**config.mk**
```make
export PLATFORM = sky130hd
export DESIGN_NAME = mm_inst_scheduler_flat
export DESIGN_NICKNAME = d
export VERILOG_FILES = /design/src/rtl/mm_inst_scheduler_if.sv /design/src/rtl/mm_inst_scheduler.sv /design/src/flat_wrapper.sv
export SDC_FILE = /design/constraint.sdc
export NUM_CORES = 1
export LEC_CHECK = 0
export BUFFER_PORTS_ARGS = -buffer_cell sky130_fd_sc_hd__buf_2
export CORE_ASPECT_RATIO = 0.9
export CORE_MARGIN = 4
export CORE_UTILIZATION = 32
export DETAILED_ROUTE_END_ITERATION = 7
export GPL_ROUTABILITY_DRIVEN = 0
export MAX_ROUTING_LAYER = met4
export PLACE_DENSITY = 0.53
export SYNTH_ARGS = -nofsm -noshare
export SYNTH_HDL_FRONTEND = slang
export SYNTH_SLANG_ARGS = --single-unit
```
**constraint.sdc**
```tcl
create_clock -name clk -period 5.5 [get_ports clk]
set_clock_uncertainty 0.1 [all_clocks]
set_input_delay 0.275 -clock clk [delete_from_list [all_inputs] [get_ports clk]]
set_output_delay 0.275 -clock clk [all_outputs]
set_load 0.1 [all_outputs]
```
**src/rtl/mm_inst_scheduler_if.sv**
```systemverilog
// -----------------------------------------------------------------------------
// mm_inst_scheduler_if
//   Instruction channel between the dispatcher and mm_inst_scheduler: the
//   valid/ready push of 96-bit instruction words and the completion report
//   that comes back.
//
//   inst_valid     dispatcher -> scheduler  instruction word valid
//   inst_ready     scheduler -> dispatcher  queue has room
//   inst_data      dispatcher -> scheduler  96-bit instruction word
//   inst_done      scheduler -> dispatcher  one-cycle completion pulse
//   inst_done_tag  scheduler -> dispatcher  tag of the completed instruction
//   inst_done_err  scheduler -> dispatcher  1 = instruction was rejected
//
//   master: dispatcher side, slave: scheduler side.
// -----------------------------------------------------------------------------
interface mm_inst_scheduler_if;
    logic        inst_valid;
    logic        inst_ready;
    logic [95:0] inst_data;
    logic        inst_done;
    logic [4:0]  inst_done_tag;
    logic        inst_done_err;

    modport master (
        output inst_valid, inst_data,
        input  inst_ready, inst_done, inst_done_tag, inst_done_err
    );

    modport slave (
        input  inst_valid, inst_data,
        output inst_ready, inst_done, inst_done_tag, inst_done_err
    );
endinterface

```
**src/rtl/mm_inst_scheduler.sv**
```systemverilog
// -----------------------------------------------------------------------------
// mm_inst_scheduler
//   Queues matrix-multiply instructions and issues them one at a time to the
//   MM engine. Each accepted instruction is decoded into the engine's start
//   parameters, launched with a one-cycle start pulse, and retired when the
//   engine pulses done. Instructions with a zero Ci, Co or N are rejected
//   without starting the engine. A watchdog halts issue if the engine never
//   answers; clr_err releases the halt.
//
//   clk, rstn             clock, async active-low reset
//   inst                  instruction channel (push + completion report)
//   mm_start_valid        one-cycle engine start pulse
//   mm_*_start_addr       weight / input / output / bias base addresses
//   mm_ci, mm_co, mm_n    Ci, Co, N of the issued instruction
//   mm_r, mm_a, mm_b      relu / accumulate / bias enables
//   mm_done               engine done pulse
//   busy                  FSM not idle or queue not empty
//   timeout_err, clr_err  sticky watchdog flag and its clear
//   perf_busy_cycles      cycles in START+WAIT, saturating
//   perf_inst_count       instructions completed successfully, wrapping
// -----------------------------------------------------------------------------
module mm_inst_scheduler #(
    parameter int FIFO_DEPTH = 4,
    parameter int TIMEOUT    = 1048576,
    parameter int TO_W       = 24
) (
    input  logic                   clk,
    input  logic                   rstn,
    mm_inst_scheduler_if.slave     inst,
    output logic                   mm_start_valid,
    output logic [12:0]            mm_weight_start_addr,
    output logic [10:0]            mm_input_start_addr,
    output logic [10:0]            mm_output_start_addr,
    output logic [8:0]             mm_bias_start_addr,
    output logic [7:0]             mm_ci,
    output logic [7:0]             mm_co,
    output logic [15:0]            mm_n,
    output logic                   mm_r,
    output logic                   mm_a,
    output logic                   mm_b,
    input  logic                   mm_done,
    output logic                   busy,
    output logic                   timeout_err,
    input  logic                   clr_err,
    output logic [31:0]            perf_busy_cycles,
    output logic [15:0]            perf_inst_count
);

    localparam int PTR_W = (FIFO_DEPTH > 1) ? $clog2(FIFO_DEPTH) : 1;
    localparam logic [PTR_W:0]  CNT_FULL = (PTR_W+1)'(FIFO_DEPTH);
    // Last WAIT cycle index before the watchdog trips.
    localparam logic [TO_W-1:0] WD_LAST  = (TIMEOUT > 0) ? TO_W'(TIMEOUT - 1) : '0;

    typedef enum logic [2:0] {
        S_IDLE,
        S_START,
        S_WAIT,
        S_DONE,
        S_HALT
    } state_t;

    state_t state, state_nxt;

    // ---------------------------------------------------------------- queue
    // Only bits [83:0] carry information; the reserved top bits are dropped.
    logic [83:0]      mem [FIFO_DEPTH];
    logic [PTR_W-1:0] wr_ptr, rd_ptr;
    logic [PTR_W:0]   count;
    logic             push, pop, empty;
    logic [83:0]      head;
    logic             head_ok;
    logic             load, reject;
    logic             unused_rsvd;

    assign unused_rsvd    = ^inst.inst_data[95:84];
    assign inst.inst_ready = (count != CNT_FULL);
    assign push           = inst.inst_valid && inst.inst_ready;
    assign empty          = (count == '0);
    assign head           = mem[rd_ptr];
    assign head_ok        = (head[51:44] != '0) && (head[59:52] != '0) && (head[75:60] != '0);

    // NOTE: queue storage has no reset; the pointers and count alone define
    // which entries are valid, so clearing the array would only cost logic.
    always_ff @(posedge clk) begin
        if (push) begin
            mem[wr_ptr] <= inst.inst_data[83:0];
        end
    end

    // NOTE: sequential state uses non-blocking assignments so every register
    // samples the pre-edge values regardless of statement order.
    always_ff @(posedge clk or negedge rstn) begin
        if (!rstn) begin
            wr_ptr <= '0;
            rd_ptr <= '0;
            count  <= '0;
        end else begin
            if (push) wr_ptr <= wr_ptr + PTR_W'(1);
            if (pop)  rd_ptr <= rd_ptr + PTR_W'(1);
            case ({push, pop})
                2'b10:   count <= count + (PTR_W+1)'(1);
                2'b01:   count <= count - (PTR_W+1)'(1);
                default: count <= count;
            endcase
        end
    end

    // ------------------------------------------------------------------ FSM
    logic [TO_W-1:0] wd_cnt;
    logic            wd_expire;

    assign wd_expire = (TIMEOUT != 0) && (wd_cnt == WD_LAST);

    always_ff @(posedge clk or negedge rstn) begin
        if (!rstn) state <= S_IDLE;
        else       state <= state_nxt;
    end

    // NOTE: every output of this block is assigned a default first, so no
    // path through the case statement can infer a latch.
    always_comb begin
        state_nxt = state;
        pop       = 1'b0;
        load      = 1'b0;
        reject    = 1'b0;
        case (state)
            S_IDLE: begin
                if (!empty) begin
                    pop = 1'b1;
                    if (head_ok) begin
                        load      = 1'b1;
                        state_nxt = S_START;
                    end else begin
                        reject    = 1'b1;
                    end
                end
            end
            S_START: state_nxt = S_WAIT;
            S_WAIT: begin
                // A done that coincides with watchdog expiry still completes.
                if (mm_done)        state_nxt = S_DONE;
                else if (wd_expire) state_nxt = S_HALT;
            end
            S_DONE: state_nxt = S_IDLE;
            S_HALT: if (clr_err) state_nxt = S_IDLE;
            default: state_nxt = S_IDLE;
        endcase
    end

    assign mm_start_valid = (state == S_START);
    assign busy           = (state != S_IDLE) || !empty;

    // ------------------------------------------------------------- datapath
    logic [4:0] cur_tag;
    logic       done_q, done_err_q;
    logic [4:0] done_tag_q;

    assign inst.inst_done     = done_q;
    assign inst.inst_done_tag = done_tag_q;
    assign inst.inst_done_err = done_err_q;

    always_ff @(posedge clk or negedge rstn) begin
        if (!rstn) begin
            mm_weight_start_addr <= '0;
            mm_input_start_addr  <= '0;
            mm_output_start_addr <= '0;
            mm_bias_start_addr   <= '0;
            mm_ci                <= '0;
            mm_co                <= '0;
            mm_n                 <= '0;
            mm_r                 <= 1'b0;
            mm_a                 <= 1'b0;
            mm_b                 <= 1'b0;
            cur_tag              <= '0;
            wd_cnt               <= '0;
            done_q               <= 1'b0;
            done_err_q           <= 1'b0;
            done_tag_q           <= '0;
            timeout_err          <= 1'b0;
            perf_busy_cycles     <= '0;
            perf_inst_count      <= '0;
        end else begin
            // Parameters change only here, so they hold through WAIT.
            if (load) begin
                mm_weight_start_addr <= head[12:0];
                mm_input_start_addr  <= head[23:13];
                mm_output_start_addr <= head[34:24];
                mm_bias_start_addr   <= head[43:35];
                mm_ci                <= head[51:44];
                mm_co                <= head[59:52];
                mm_n                 <= head[75:60];
                mm_r                 <= head[76];
                mm_a                 <= head[77];
                mm_b                 <= head[78];
                cur_tag              <= head[83:79];
            end

            if (state == S_START)     wd_cnt <= '0;
            else if (state == S_WAIT) wd_cnt <= wd_cnt + TO_W'(1);

            // Completion report lands in the cycle after the deciding edge:
            // the DONE cycle for normal completion, IDLE+1 for a reject.
            done_q <= 1'b0;
            if (reject) begin
                done_q     <= 1'b1;
                done_err_q <= 1'b1;
                done_tag_q <= head[83:79];
            end else if (state == S_WAIT && state_nxt == S_DONE) begin
                done_q     <= 1'b1;
                done_err_q <= 1'b0;
                done_tag_q <= cur_tag;
            end

            if (state == S_WAIT && state_nxt == S_HALT) timeout_err <= 1'b1;
            else if (clr_err)                          timeout_err <= 1'b0;

            if ((state == S_START || state == S_WAIT) && perf_busy_cycles != '1) begin
                perf_busy_cycles <= perf_busy_cycles + 32'd1;
            end

            if (state == S_DONE) perf_inst_count <= perf_inst_count + 16'd1;
        end
    end

endmodule

```
**src/flat_wrapper.sv**
```systemverilog
// flat-port wrapper written by rule: the top's interface ports become plain ports
module mm_inst_scheduler_flat 
#(
    parameter int FIFO_DEPTH = 4,
    parameter int TIMEOUT    = 1048576,
    parameter int TO_W       = 24
)
  (clk, rstn, mm_start_valid, mm_weight_start_addr, mm_input_start_addr, mm_output_start_addr, mm_bias_start_addr, mm_ci, mm_co, mm_n, mm_r, mm_a, mm_b, mm_done, busy, timeout_err, clr_err, perf_busy_cycles, perf_inst_count, inst_inst_valid, inst_inst_data, inst_inst_ready, inst_inst_done, inst_inst_done_tag, inst_inst_done_err);
  mm_inst_scheduler_if inst_i ();
  input  logic clk;
  input  logic rstn;
  output logic mm_start_valid;
  output logic [12:0] mm_weight_start_addr;
  output logic [10:0] mm_input_start_addr;
  output logic [10:0] mm_output_start_addr;
  output logic [8:0] mm_bias_start_addr;
  output logic [7:0] mm_ci;
  output logic [7:0] mm_co;
  output logic [15:0] mm_n;
  output logic mm_r;
  output logic mm_a;
  output logic mm_b;
  input  logic mm_done;
  output logic busy;
  output logic timeout_err;
  input  logic clr_err;
  output logic [31:0] perf_busy_cycles;
  output logic [15:0] perf_inst_count;
  input wire logic [$bits(inst_i.inst_valid)-1:0] inst_inst_valid;
  input wire logic [$bits(inst_i.inst_data)-1:0] inst_inst_data;
  output wire logic [$bits(inst_i.inst_ready)-1:0] inst_inst_ready;
  output wire logic [$bits(inst_i.inst_done)-1:0] inst_inst_done;
  output wire logic [$bits(inst_i.inst_done_tag)-1:0] inst_inst_done_tag;
  output wire logic [$bits(inst_i.inst_done_err)-1:0] inst_inst_done_err;
  assign inst_i.inst_valid = inst_inst_valid;
  assign inst_i.inst_data = inst_inst_data;
  assign inst_inst_ready = inst_i.inst_ready;
  assign inst_inst_done = inst_i.inst_done;
  assign inst_inst_done_tag = inst_i.inst_done_tag;
  assign inst_inst_done_err = inst_i.inst_done_err;
  mm_inst_scheduler #(.FIFO_DEPTH(FIFO_DEPTH), .TIMEOUT(TIMEOUT), .TO_W(TO_W)) u_core (.clk(clk), .rstn(rstn), .inst(inst_i), .mm_start_valid(mm_start_valid), .mm_weight_start_addr(mm_weight_start_addr), .mm_input_start_addr(mm_input_start_addr), .mm_output_start_addr(mm_output_start_addr), .mm_bias_start_addr(mm_bias_start_addr), .mm_ci(mm_ci), .mm_co(mm_co), .mm_n(mm_n), .mm_r(mm_r), .mm_a(mm_a), .mm_b(mm_b), .mm_done(mm_done), .busy(busy), .timeout_err(timeout_err), .clr_err(clr_err), .perf_busy_cycles(perf_busy_cycles), .perf_inst_count(perf_inst_count));
endmodule
```
## Yosys cells after proc, flatten, opt, wreduce, memory -nomap -nowiden

Memory sizes are Yosys's and may differ from the RTL's.
Cells that the tools add are included.

| cells by class | value |
|---|---|
| add/sub/neg operators | 7 |
| equal/unequal tests | 11 |
| muxes and demuxes | 27 |
| reduce and logical (&&, ||, !) cells | 19 |

Operator list:

| cell | number |
|---|---|
| 24-bit two-way mux | 2 |
| 32-bit by 1-bit adder with 32-bit output, second input constant | 1 |
| 32-bit != test, second input constant | 1 |
| 24-bit by 1-bit adder with 24-bit output, second input constant | 1 |
| 24-bit by 20-bit == test with 1-bit output, second input constant | 1 |
| 16-bit by 1-bit adder with 16-bit output, second input constant | 1 |
| 1-bit two-way mux | 16 |
| 16-bit nonzero test | 1 |
| 8-bit nonzero test | 2 |
| 3-bit two-way mux | 5 |
| 3-bit one-hot mux with 4 select lines | 1 |
| 5-bit two-way mux | 2 |
| 3-bit by 2-bit == test with 1-bit output, second input constant | 3 |
| 2-bit nonzero test | 4 |
| 3-bit == test, second input constant | 2 |
| 1-bit logical AND | 6 |
| 3-bit logical NOT | 2 |
| 3-bit one-hot mux with 2 select lines | 1 |
| 2-bit by 1-bit adder with 2-bit output, second input constant | 2 |
| 3-bit by 1-bit adder with 3-bit output, second input constant | 1 |
| 3-bit by 1-bit == test with 1-bit output, second input constant | 1 |
| 3-bit != test, second input constant | 1 |
| 3-bit nonzero test | 1 |
| 3-bit by 1-bit subtractor with 3-bit output, second input constant | 1 |
| other kinds (4) | 5 |

| word-level totals | value |
|---|---|
| flip-flop bits (word level) | 174 |
| RAM bits | 336 |
| input port bits | 101 |
| output and inout port bits | 138 |
| logic and storage cells | 87 |
| memories kept | 1 |

Memory list:

| name | words | bits a word | read ports | clocked after Yosys merged registers in | wr ports | RTL line | text |
|---|---|---|---|---|---|---|---|
| u_core.mem | 4 | 84 | 1 | 0 | 1 | mm_inst_scheduler.sv:66 | `logic [83:0] mem [FIFO_DEPTH];` |

## Longest topological paths before layout

An unclocked memory read counts as a cell.

| depth | value |
|---|---|
| word-level depth | 11 |
| depth in mapped cells | 10 |
| gate-level depth less buffers | 10 |

## Worst setup path before layout

OpenSTA, ideal clock, no wires.

| timing | value |
|---|---|
| kind | register to register |
| from | register u_core.count[1] |
| to | memory u_core.mem[0][0] (enable) |
| setup time | 0.452 ns |
| arrival | 3.352 ns |
| data required time | 4.948 ns |
| setup slack | 1.596 ns |
| stages on the path, launching flop included | 4 |
| path buffers | 0 |
| period minus slack after synthesis | 3.904 ns |
| cell sequence | dfrtp_1 -> inv_1 -> nand3_1 -> and3_1 |

| between the ends | value |
|---|---|
| word-level cells in the longest chain between the ends | 4 |

RTL lines:

| element | RTL line | text |
|---|---|---|
| start, declared | mm_inst_scheduler.sv:68 | `logic [PTR_W:0] count;` |
| start signal, assigned | mm_inst_scheduler.sv:101 | `2'b10: count <= count + (PTR_W+1)'(1);` |
| start signal, assigned | mm_inst_scheduler.sv:102 | `2'b01: count <= count - (PTR_W+1)'(1);` |
| start signal, assigned | mm_inst_scheduler.sv:103 | `default: count <= count;` |
| 3-bit != test | mm_inst_scheduler.sv:76 | `assign inst.inst_ready = (count != CNT_FULL);` |
| named net inst_inst_ready | flat_wrapper.sv:31 | `output wire logic [$bits(inst_i.inst_ready)-1:0] inst_inst_ready;` |
| 1-bit logical AND | mm_inst_scheduler.sv:77 | `assign push = inst.inst_valid && inst.inst_ready;` |
| 1-bit two-way mux | mm_inst_scheduler.sv:85 | `if (push) begin` |
| 1-bit two-way mux (not written as such) | mm_inst_scheduler.sv:86 | `mem[wr_ptr] <= inst.inst_data[83:0];` |
| end, declared | mm_inst_scheduler.sv:66 |  |

The timed path passes the listed nets, and every way through them passes these cells.

## Worst setup path in the final report

| timing | value |
|---|---|
| from | register u_core.rd_ptr[0] |
| to | register u_core.cur_tag[3] |

| between the ends | value |
|---|---|
| word-level cells in the longest chain between the ends | 7 |
| elaborated cells between the ends (all ways) | 9 |
| those cells by class | 3 x mux; 5 x reduce/logical; 1 x memory |

RTL lines:

| element | RTL line | text |
|---|---|---|
| start, declared | mm_inst_scheduler.sv:67 | `logic [PTR_W-1:0] wr_ptr, rd_ptr;` |
| start signal, assigned | mm_inst_scheduler.sv:99 | `if (pop) rd_ptr <= rd_ptr + PTR_W'(1);` |
| memory read 4 x 84 bit * | -- |  |
| 8-bit nonzero test | mm_inst_scheduler.sv:80 | `assign head_ok = (head[51:44] != '0) && (head[59:52] != '0) && (head[75:60] != '0);` |
| 1-bit logical AND (2 in a row) | mm_inst_scheduler.sv:80 |  |
| 1-bit two-way mux | mm_inst_scheduler.sv:130 | `if (head_ok) begin` |
| 1-bit two-way mux | mm_inst_scheduler.sv:128 | `if (!empty) begin` |
| 1-bit two-way mux | mm_inst_scheduler.sv:126 | `case (state)` |
| end signal, assigned | mm_inst_scheduler.sv:195 | `cur_tag <= head[83:79];` |
| end, declared | mm_inst_scheduler.sv:154 | `logic [4:0] cur_tag;` |

Mark *: on every way between the ends. The rest lies on a longest branch, timed or not.
A chain may end at the register's enable or synchronous reset.

==> reports/qor.txt <==
Status - finished clean
Complex-gate fraction of the synthesized area - 1.47%
Top_reg_cell synth - edfxtp_1
Dpl cell area - 21,600 µm²
CTS Buffer Depth - 3
# nets final - 1,491
Pwr/cell area - 629 nW/µm²
Final core utilization - 40.4%
Crit path max fanout - 40
Slew HR - 39.1%
Synth async-reset ratio - 34.1%
Total track usage - 13.7%
FF-to-FF Start - u_core.rd_ptr[0]
Post-synthesis instance total - 1,026
CTS resizes - 0
Synth Area in XOR/XNOR - 2.38%
Pre-CTS WS - 1500 ps
Initial Utilization - 32.4%
Syn nets - 1,136
CTS Buf Count - 55
Worst VDD drop - 0.000433 V
Layout fillers - 5,448
CP Data Required Time - 5880 ps
DRC viols - 0
Slowest cell delay on critical path - 660 ps
Register Area - 14,500 µm²
CP arrival - 4240 ps
Flop2flop setup slack - 1640 ps
Hold_sp - inst_inst_valid
Post-synth EDFFs - 336
Worst slew pin tran - 913 ps
Final hold violation count - 0
Tcrit/Tclk final - 70.2%
Final Max Slew Viols - 0
Adder-cell share of the synthesized area - 0.617%
Fmax - 259 MHz
CTS tree - done
Distinct cells, synth - 47
RSZ-0062 raised after global routing - false
Top-Level Pins - 239
Vias/cell - 4.66
Number of global-route vias before repair - 11,000
Register bit count reported by yosys - 510
CTS Sinks - 510
Slowest CP cell - nand3_4
Syn-to-layout area delta - 24.8%
Largest net degree at the start of global routing - 94
Final worst slack - 1640 ps
Commonest cells in the netlist - 336 x edfxtp_1, 174 x dfrtp_1, 84 x mux4_2
Mux contribution to synthesized area - 15.3%
Die X - 268 µm
WHS Endpoint - u_core.wr_ptr[0]
Largest family of logic cells by synthesized area - multiplexers
Mapped Avg Cell Area - 19.0 µm²
# rows - 85
Height of the die - 242 µm
Hold WS - 57.2 ps
Final setup violation count - 0
Post-DP HPWL - 26.1 mm
Hold Crit Class - input port to flop
Worst path cell trace - buf_4 -> mux4_2 -> nor4_1 -> nand4_1 -> nand3_4 -> buf_4 -> mux2_2
YS warnings - 0
Port Buffer Count - 226
Initial antenna violation count - 8
Footprint of the multi-input gates - 4800 µm²
Static Leak - 9.17 nW
CP top delay family - simple AND/OR/NAND/NOR gates
Top cells by area, synth - edfxtp_1 52%, dfrtp_1 22%, mux4_2 9.7%
Seq/Total Area, Yosys - 74.2%
Endpoint class of the critical path - flop
Clock root buffer - clkbuf_16
Global-route wire length before repair - 66.9 mm
Synthesized area - 19,500 µm²
H-tree Lvls - 2
DR WL/cell - 19.2 µm
DRT iter0 DRCs - 487
Most frequent CP cell - buf_4
Layout cells sized above 1 - 32.8%
Crit path buf inv count - 2
Routed WL - 42.6 mm
Drt pass-1 iters - 6
Vias - 10,300
Remaining antenna violation count - 0
Core ar. - 60,100 µm²
Post-Synth Simple-Gate Area - 4.68%
Reg-to-reg endpoint - u_core.cur_tag[3]
Share of the synthesized area in the top cell type - 51.8%
Area leader, netlist - edfxtp_1
Most common cell in the synthesized netlist - edfxtp_1
Worst skew pair latency - 610 ps
Critical Path Start Type - flop
Min Tclk post-route - 3860 ps
CTS clk-pin slew, worst paths - 70 ps
Fin Setup TNS - 0 ps
Gr ovfl total - 0
Max-cap violations - 0
Final Cell Area - 24,300 µm²
Kind of critical path - flop to flop
R2R depth - 7
Die ar. - 64,900 µm²
Hold depth - 3
-- metrics by stage --
stage	instances	power [mW]
after floorplan	1026	10.5
after global placement	2020	11.8
after detailed placement	2020	11.9
after CTS	2211	15.6
after global routing	2219	16.1
final	2219	15.3
-- kinds of logic after synthesis --
group	Yosys count
flip-flops	510
multiplexers	182
AND/OR/NAND/NOR	174
buffers and inverters	54
XOR/XNOR	53
AO/OA/AOI/OAI	44
adder cells (fa/ha/maj)	9
-- metal layers --
metal,vias to the layer above,global-route usage (%),wire (µm)
met5,-,-,0
met4,0,3.06,728
met3,67,4.05,2940
met2,216,21.5,20400
met1,5303,17.6,18500
li1,4760,-,-
-- worst reg2reg max path, delay by kind of cell, from the launching register on --
kind | cells | cell delay [ps]
simple gates | 3 | 1410
mux | 2 | 920
buf+inv | 2 | 680
flops | 1 | 630
-- registers in the layout, indices dropped and copies added, names as in the netlist, 11 cells and up --
| signal | count |
|---|---|
| u_core.wd_cnt | 24 |
| u_core.mem | 336 |
| u_core.mm_input_start_addr | 11 |
| u_core.mm_output_start_addr | 11 |
| u_core.mm_weight_start_addr | 13 |
| u_core.perf_busy_cycles | 32 |
| u_core.perf_inst_count | 16 |
| u_core.mm_n | 16 |
-- where the power goes --
part	switching [mW]	leakage [nW]	internal (mW)
registers	0.481	5.26	5.11
logic	4.43	3.03	1.66
clock network	1.54	0.880	2.07
total	6.45	9.17	8.84
-- cells in the final DEF, fill, tap and decap left out, types with 15 or more instances in the layout --
master / instances
nand3_1: 40
inv_1: 20
clkbuf_16: 56
nor2_1: 17
dfrtp_1: 172
buf_2: 225
mux2_1: 49
o21ai_0: 19
mux4_2: 84
buf_4: 17
nand4_1: 15
edfxtp_1: 336
nand2_1: 40
mux2_2: 37
xor2_1: 19
xnor2_1: 34
dlygate4sd3_1: 87
-- final cells by class --
type                            instances  share of cell area, %
Sequential cell                       510                   59.5
Multi-Input combinational cell        462                   19.8
Timing Repair Buffer                  332                   8.96
Clock buffer                           73                   6.32
Tap cell                              783                   4.03
Clock inverter                         31                   1.07
Inverter                               20                  0.309
Antenna cell                            8                 0.0824
-- worst max path at each step --
stage	start	to	slack, ps	depth (start not counted)
final	u_core.rd_ptr[0]	u_core.cur_tag[3]	1640	7
after global routing	u_core.rd_ptr[0]	u_core.cur_tag[3]	1310	7
after CTS	u_core.rd_ptr[0]	u_core.cur_tag[0]	1460	7
after detailed placement	u_core.rd_ptr[0]	u_core.mm_input_start_addr[0]	1500	7
after global placement	u_core.rd_ptr[0]	u_core.cur_tag[1]	1520	7
after floorplan	u_core.count[1]	u_core.mem[0][0]	1600	3
-- timing repair --
action | CTS | global route
setup buffers | 0 | 0
hold buffers | 87 | 0
endpoints found under the hold margin | 430 | 0
(Power assumes the default switching activity.)
